$ cat src/rtl/enc_8x3_pkg.sv
// Shared types and helpers for the 8-to-3 edge-capture priority encoder.
// Imported by the encoder top level and its priority sub-module.
package enc_8x3_pkg;

    localparam int N_REQ = 8;
    localparam int IDX_W = 3;
    localparam logic [N_REQ-1:0] Y_IDLE = 8'hFF;

    typedef enum logic {
        IDLE,
        HOLD
    } enc_state_t;

    function automatic logic [N_REQ-1:0] onehot3(
        input logic [IDX_W-1:0] idx
    );
        logic [N_REQ-1:0] v;
        v = '0;
        v[idx] = 1'b1;
        return v;
    endfunction

endpackage

$ cat src/rtl/enc_8x3_prio_enc8.sv
// Combinational 8-input priority encoder.
// The priority direction is selectable at the input.
module prio_enc8
    import enc_8x3_pkg::*;
(
    input  logic [N_REQ-1:0] i_req,
    input  logic             i_lsb_first,
    output logic [IDX_W-1:0] o_idx,
    output logic             o_any
);

    // The last matching iteration wins, so the scan runs toward the winner.
    always_comb begin
        o_idx = '0;
        if (i_lsb_first) begin
            for (int i = N_REQ - 1; i >= 0; i--) begin
                if (i_req[i]) o_idx = IDX_W'(i);
            end
        end else begin
            for (int i = 0; i < N_REQ; i++) begin
                if (i_req[i]) o_idx = IDX_W'(i);
            end
        end
    end

    assign o_any = |i_req;

endmodule

$ cat src/rtl/enc_8x3.sv
// Registered 8-to-3 priority encoder that captures falling edges on
// active-low request lines and hands out codes over valid/ready.
module enc_8x3
    import enc_8x3_pkg::*;
#(
    parameter bit LSB_FIRST = 1'b0
) (
    input  logic             clk,
    input  logic             rst_n,
    input  logic [N_REQ-1:0] y,
    input  logic             en,
    output logic             a,
    output logic             b,
    output logic             c,
    output logic             valid,
    input  logic             ready,
    output logic [N_REQ-1:0] pending,
    output logic             overrun
);

    enc_state_t       r_state;
    logic [N_REQ-1:0] r_y_q;
    logic [N_REQ-1:0] r_pending;
    logic [IDX_W-1:0] r_code;
    logic             r_valid;
    logic             r_overrun;

    logic [N_REQ-1:0] w_fe;
    logic [N_REQ-1:0] w_clr;
    logic [IDX_W-1:0] w_idx;
    logic             w_any;
    logic             w_accept;

    prio_enc8 u_prio (
        .i_req       (r_pending),
        .i_lsb_first (LSB_FIRST),
        .o_idx       (w_idx),
        .o_any       (w_any)
    );

    assign w_fe     = r_y_q & ~y;
    assign w_accept = (r_state == HOLD) & r_valid & ready;
    assign w_clr    = w_accept ? onehot3(r_code) : '0;

    // A fresh edge ORed in after the clear lets set win on collision.
    always_ff @(posedge clk or negedge rst_n) begin
        if (!rst_n) begin
            r_state   <= IDLE;
            r_y_q     <= Y_IDLE;
            r_pending <= '0;
            r_code    <= '0;
            r_valid   <= 1'b0;
            r_overrun <= 1'b0;
        end else begin
            r_y_q     <= y;
            r_pending <= (r_pending & ~w_clr) | w_fe;
            r_overrun <= |(w_fe & r_pending & ~w_clr);
            case (r_state)
                IDLE: begin
                    if (!en && w_any) begin
                        r_code  <= w_idx;
                        r_valid <= 1'b1;
                        r_state <= HOLD;
                    end
                end
                HOLD: begin
                    if (ready) begin
                        r_valid <= 1'b0;
                        r_state <= IDLE;
                    end
                end
                default: begin
                    r_valid <= 1'b0;
                    r_state <= IDLE;
                end
            endcase
        end
    end

    assign {a, b, c} = r_code;
    assign valid     = r_valid;
    assign pending   = r_pending;
    assign overrun   = r_overrun;

endmodule

$ cat config.mk
export PLATFORM = sky130hd
export DESIGN_NAME = enc_8x3
export DESIGN_NICKNAME = d
export VERILOG_FILES = /design/src/rtl/enc_8x3_pkg.sv /design/src/rtl/enc_8x3_prio_enc8.sv /design/src/rtl/enc_8x3.sv
export SDC_FILE = /design/constraint.sdc
export NUM_CORES = 1
export LEC_CHECK = 0
export BUFFER_PORTS_ARGS = -buffer_cell sky130_fd_sc_hd__buf_2
export CAP_MARGIN = 20
export CORE_MARGIN = 4
export CORE_UTILIZATION = 50
export DETAILED_ROUTE_END_ITERATION = 7
export PLACE_DENSITY = 0.76
export SYNTH_ARGS = -nofsm -noshare
export SYNTH_HDL_FRONTEND = slang
export SYNTH_HIERARCHICAL = 1
export SYNTH_SLANG_ARGS = --single-unit
$ cat constraint.sdc
create_clock -name clk -period 3.65 [get_ports clk]
set_clock_uncertainty 0.05 [all_clocks]
set_input_delay 0.365 -clock clk [delete_from_list [all_inputs] [get_ports clk]]
set_output_delay 0.365 -clock clk [all_outputs]
set_load 0.02 [all_outputs]
==> impl_metrics.ini, run 1 <==
[critical_path]
worst_setup_path_end_kind = flop
cp_data_arrival_time_ps = 1970
worst-setup-path-type = reg2reg
cp.required_ps = 3780
startpoint_type = flop
cp_max_fo = 6

[drt]
met3_wirelength_um = 101
dr.pass1.iters = 4
via_per_inst = 5.29
drtIter0Drc = 13
wl_met2_um = 953
drc_errors = 0
met1_length_um = 882
wl_per_cell_um = 12.8
vias = 804
top_layer_used = met4
ant_nets = 0
drt-total-wl_um = 1950

[clocking]
ctsRootBufferMaster = clkbuf_4
cts_tree = built
cts.path.max_buffers = 2
clk_pin_slew_ps = 120
clock_sinks = 22
cts_made_buffers = 3
clkLatencyLatePin_ps = 310
h-tree-depth = 1
cts-resized-gates = 0

[synthesis]
ys_seq_elements = 22
ys.flop_type = dfrtp_1
synth_top_area_share = 0.350
async_flop_share = 1.00
synth_common_cells = nand2_1, dfrtp_1, dfstp_2, nand2b_1, nor2_1
yosysMostFrequentCell = nand2_1
yosys.area.top_type = dfrtp_1
syn_inst = 94
synth_area_per_cell_um2 = 10.6
synth.area.top_cells = dfrtp_1, dfstp_2, nand2_1
synth-seq-area-share = 0.560
yosysUniqueCellTypes = 33
synth_edf_count = 0
yosys_warnings = 6
syn_area_um2 = 1000

[finish]
fin_util = 0.683
seq_area_um2 = 561
diodes = 0
multi_input_area_um2 = 440
fillCellCount = 157
final_nets = 140
syn2layout_area_growth_pct = 22.9
drive_above_1_share = 0.386

[power_and_ir_drop]
total_leakage_power_nw = 0.526
design_power_total_mw = 0.625
vdd_drop_max_uv = 371
p_per_area_nw_per_um2 = 508

[global_routing]
grt_max_degree = 23
gr-usage-all-layers = 0.170
grt_pass1_vias = 750
grt_first_pass_wirelength_um = 3360
antenna_found_initial = 0
gr-total-overflow = 0

[floorplanning]
io_pins = 25
rows = 15
initial_core_util = 0.556
die_area_um2 = 2780
core_area_um2 = 1800
die_h_um = 52.7
die_w_um = 52.7

[sta]
final_hold_viol_count = 0
setup_viol_count_final = 0
period_share = 0.506
post-route-min-period_ps = 1850
rsz0062_at_grt = no
final-max-slew-violation-count = 0
relSlewSlack = 0.590
worstMarginPinSlew_ps = 614
clock.fmax_mhz = 542
final.setup.tns_ps = 0

[run_status]
status = finished clean

[worst_hold_path]
hold_class = in2reg

[flow_run]
maxCapViolCount = 0

[placement]
dpl.hpwl_um = 1520
portBuffers = 24
place_congestion = 0.826
[routing by layer]
| layer | global-route usage | up-vias |
|---|---|---|
| met5 | 0 | - |
| met3 | 0.0256 | 2 |
| met1 | 0.228 | 390 |
| met2 | 0.269 | 21 |
| met4 | 0.0766 | 0 |
| li1 | - | 391 |
[sequential cells by signal, summed over array words and instances (netlist names)]
register / flops
pending: 8
r_y_q: 8
r_code: 3
overrun: 1
r_state: 1
valid: 1
[worst max-delay path: stages (launching register included)]
cell and delay [ps]:
dfrtp_1 450, or2b_1 260, o31ai_1 320, o221ai_2 120, or4b_1 510
[power by group]
| part | internal [mW] | total [mW] | switching [mW] |
|---|---|---|---|
| registers | 0.274 | 0.313 | 0.0384 |
| clock network | 0.111 | 0.182 | 0.0714 |
| logic | 0.0545 | 0.130 | 0.0751 |
| total | 0.440 | 0.625 | 0.185 |
[final timing paths]
check / start / endpoint / slack, ps / cells after the start
min in group asynchronous: rst_n / pending[5]$_DFF_PN0_ / 480 / 2
worst max register to register: r_code[1]$_DFFE_PN0P_ / overrun$_DFF_PN0_ / 1800 / 4
worst min-delay path: y[5] / r_y_q[5]$_DFF_PN1_ / 100 / 1
worst min register to register: r_y_q[3]$_DFF_PN1_ / pending[3]$_DFF_PN0_ / 470 / 2
worst max-delay path: r_code[1]$_DFFE_PN0P_ / overrun$_DFF_PN0_ / 1800 / 4
max in group asynchronous: rst_n / r_y_q[0]$_DFF_PN1_ / 2710 / 2
[through the flow]
step / area [um^2] / instances / hold WS [ps] / setup WS (ps)
after detailed placement: 1170 / 147 / 297 / 1840
final: 1230 / 152 / 97.1 / 1800
after floorplan: 1020 / 98 / 19.4 / 1840
after global placement: 1170 / 147 / 291 / 1870
after global routing: 1230 / 152 / 69.7 / 1700
after CTS: 1230 / 152 / 83.3 / 1800
[area by class of cell]
class | instances | area share
clock buffers | 3 | 0.0183
clock inverters | 1 | 0.0244
inverters | 4 | 0.0122
multi-input cells | 72 | 0.358
flip-flops and latches | 22 | 0.456
well taps | 25 | 0.0254
repair buffers | 25 | 0.106
[placed cells by master (no fill, tap or decap)]
master,count
nand2_1,17
o31a_1,2
or2b_1,1
nor4_1,1
buf_2,24
dlygate4sd3_1,1
and2b_1,1
nand3_2,1
and4_2,1
nand2b_1,8
o22ai_2,1
a21oi_1,5
o31ai_2,1
clkbuf_4,3
or3_1,1
conb_1,5
dfrtp_1,14
inv_2,1
nor2_1,7
mux2_2,3
clkinv_1,1
o22a_2,1
nand3_1,1
inv_1,2
a22oi_1,1
dfstp_2,8
o21ai_0,3
o221ai_2,1
or4b_1,1
bufinv_16,1
a21oi_2,1
o31ai_1,2
a21o_2,1
nand4_1,1
o22ai_1,2
and4b_2,1
nor3b_1,1
[cells by family (layout without fill, tap and decap cells)]
kind of cell,Yosys count,count (layout),synth area share
other cells,1,5,0.00375
simple gates,43,43,0.228
compound gates,21,21,0.160
mux,3,3,0.0337
flops,22,22,0.560
buf+inv,4,33,0.0150
[timing repair]
action | CTS | global route
hold buffers | 1 | 0
endpoints found under the setup margin | 0 | 0
hold endpoints to repair | 14 | 0
buffers inserted | 0 | 0
(Power assumes the default switching activity.)
==> run 2, diff against run 1 <==
--- a/config.mk
+++ b/config.mk
@@ -8,9 +8,9 @@
 export BUFFER_PORTS_ARGS = -buffer_cell sky130_fd_sc_hd__buf_2
 export CAP_MARGIN = 20
 export CORE_MARGIN = 4
-export CORE_UTILIZATION = 50
+export CORE_UTILIZATION = 46
 export DETAILED_ROUTE_END_ITERATION = 7
-export PLACE_DENSITY = 0.76
+export PLACE_DENSITY = 0.73
 export SYNTH_ARGS = -nofsm -noshare
 export SYNTH_HDL_FRONTEND = slang
 export SYNTH_HIERARCHICAL = 1
==> constraint.sdc (replaced) <==
create_clock -name clk -period 1.58 [get_ports clk]
set_clock_uncertainty 0.05 [all_clocks]
set_input_delay 0.158 -clock clk [delete_from_list [all_inputs] [get_ports clk]]
set_output_delay 0.158 -clock clk [all_outputs]
set_load 0.02 [all_outputs]
==> run 2 against run 1 <==
The flow now finishes with violations (negative setup slack). Count of clock-buffer cells in the layout up 1. Flip-flop and latch count unchanged. Utilization is 7.0 points higher. Critical path type unchanged. Highest routed layer unchanged.
==> impl_metrics.ini, run 2 (synthesis results as in run 1) <==
[global_routing]
grt_max_degree = 23
grt_first_pass_wirelength_um = 3930
grt_busiest_layer = met2
gr-total-overflow = 0
met2_usage = 0.321
use_met3 = 0.0245
use_met1 = 0.239
gr-usage-all-layers = 0.190
antenna_found_initial = 0
grt_pass1_vias = 876

[placement]
dpl_cell_area_um2 = 1300
portBuffers = 24
place_congestion = 0.809
dpl.hpwl_um = 1790

[critical_path]
path_delay_family = simple AND/OR/NAND/NOR gates
worst_setup_path_end_kind = flop
r2r-start = r_code[1]$_DFFE_PN0P_
critPathSlowestCell = or4b_1
crit_path_cell_trace = buf_6, buf_4, nor2_4, nand2_2, nand2_2, o22ai_2, or4b_1
startpoint_type = flop
cp_max_fo = 4
crit_path_max_incr_delay_ps = 500
startpoint = r_code[1]$_DFFE_PN0P_
critPathBufInv = 2
worst-setup-path-type = reg2reg
cp_common_cell = nand2_2
cp.required_ps = 1710
cp_data_arrival_time_ps = 1810
reg2reg_slack_ps = -100

[clocking]
cts_tree = built
clk_pin_slew_ps = 120
cts_made_buffers = 3
h-tree-depth = 1
cts.path.max_buffers = 2
ctsRootBufferMaster = clkbuf_4
clkLatencyLatePin_ps = 300
clock_sinks = 22

[power_and_ir_drop]
vdd_drop_max_uv = 878
power_frac_comb = 0.348
design_power_total_mw = 1.49
p_clk_frac = 0.172
p_int_mw = 0.989
p_seq_frac = 0.479
total_leakage_power_nw = 0.659
p_per_area_nw_per_um2 = 977
netSwitchingFraction = 0.334
p_switching_mw = 0.497

[drt]
vias = 903
drtIter0Drc = 12
wl_per_cell_um = 13.3
drc_errors = 0
dr.pass1.iters = 4
via_per_inst = 5.02
drt-total-wl_um = 2400
ant_nets = 0

[finish]
diodes = 0
final_common_cell = buf_2
drive_above_1_share = 0.542
syn2layout_area_growth_pct = 52.0
final_cell_mix = buf_2, buf_4, nand2_1
final_nets = 166
final_area_um2 = 1520

[floorplanning]
io_pins = 25
rows = 16
die_area_um2 = 2990
initial_core_util = 0.495
die_w_um = 54.6
die_h_um = 54.6
core_area_um2 = 2020

[sta]
period_share = 1.07
final-max-slew-violation-count = 0
post-route-min-period_ps = 1680
setup_viol_count_final = 1
rsz0062_at_grt = yes
final.setup.tns_ps = -103
clock.fmax_mhz = 594
fin_ws_ps = -103
final_hold_viol_count = 0

[run_status]
violations = negative setup slack
status = finished, violations left

[flow_run]
maxCapViolCount = 0

[worst_hold_path]
hold_class = in2reg
holdCritStartpoint = ready
run 2: cell types whose count changed in the layout (fill, tap and decap cells not counted), moves of 4 or more:
cell	previous run	this run
dlygate4sd3_1	1	9
nand2_2	0	4
dfrtp_2	0	5
dfrtp_1	14	9
nand2_1	17	12
buf_4	0	17
run 2: per-layer routing:
| metal | share of wire | wire length (um) |
|---|---|---|
| met1 | 0.43 | 1030 |
| met2 | 0.52 | 1250 |
| met4 | 0.015 | 37 |
| met5 | 0 | 0 |
| met3 | 0.033 | 80 |
run 2: cell type report:
| class | instances | area (um^2) |
|---|---|---|
| Clock buffer | 4 | 26.3 |
| Fill cell | 135 | 500 |
| Inverter | 4 | 15.0 |
| Multi-Input combinational cell | 72 | 531 |
| Sequential cell | 22 | 567 |
| Tap cell | 27 | 33.8 |
| Timing Repair Buffer | 51 | 349 |
run 2: worst reg2reg max path, delay by kind of cell, from the launching register on:
kind	cells	cell delay (ps)
simple gates	4	740
compound gates	1	70
flops	1	430
buf+inv	2	260
run 2: metrics by stage:
| step | utilization | worst slack [ps] | hold WS, ps | instances |
|---|---|---|---|---|
| after floorplan | - | -128 | -188 | 98 |
| after global placement | 0.642 | -72.7 | 87.4 | 164 |
| after detailed placement | 0.642 | -143 | 88.4 | 164 |
| after CTS | 0.720 | -134 | 33.3 | 179 |
| after global routing | 0.752 | -164 | 71.1 | 180 |
| final | 0.752 | -103 | 71.7 | 180 |
run 2: final timing paths:
kind,to,cells past startpoint
worst min-delay path,valid$_DFFE_PN0P_,2
worst min register to register,pending[3]$_DFF_PN0_,2
max in group asynchronous,r_y_q[1]$_DFF_PN1_,2
worst max register to register,overrun$_DFF_PN0_,7
min in group asynchronous,r_code[0]$_DFFE_PN0P_,2
worst max-delay path,overrun$_DFF_PN0_,7
run 2: power by group through the flow:
stage               sequential [mW]  clock [mW]  combinational (mW)
floorplan                     0.783           0               0.141
global placement              0.698           0               0.405
detailed placement            0.703           0               0.416
CTS                           0.698       0.262               0.466
global route                  0.722       0.300               0.561
finish                        0.712       0.256               0.518
run 2: repair_timing:
| action | CTS | global route |
|---|---|---|
| endpoints found under the setup margin | 4 | 4 |
| gates resized for setup | 5 | 15 |
| pin swaps | 3 | 9 |
| hold endpoints to repair | 22 | 0 |
| hold buffers | 9 | 0 |
| buffers inserted | 2 | 1 |
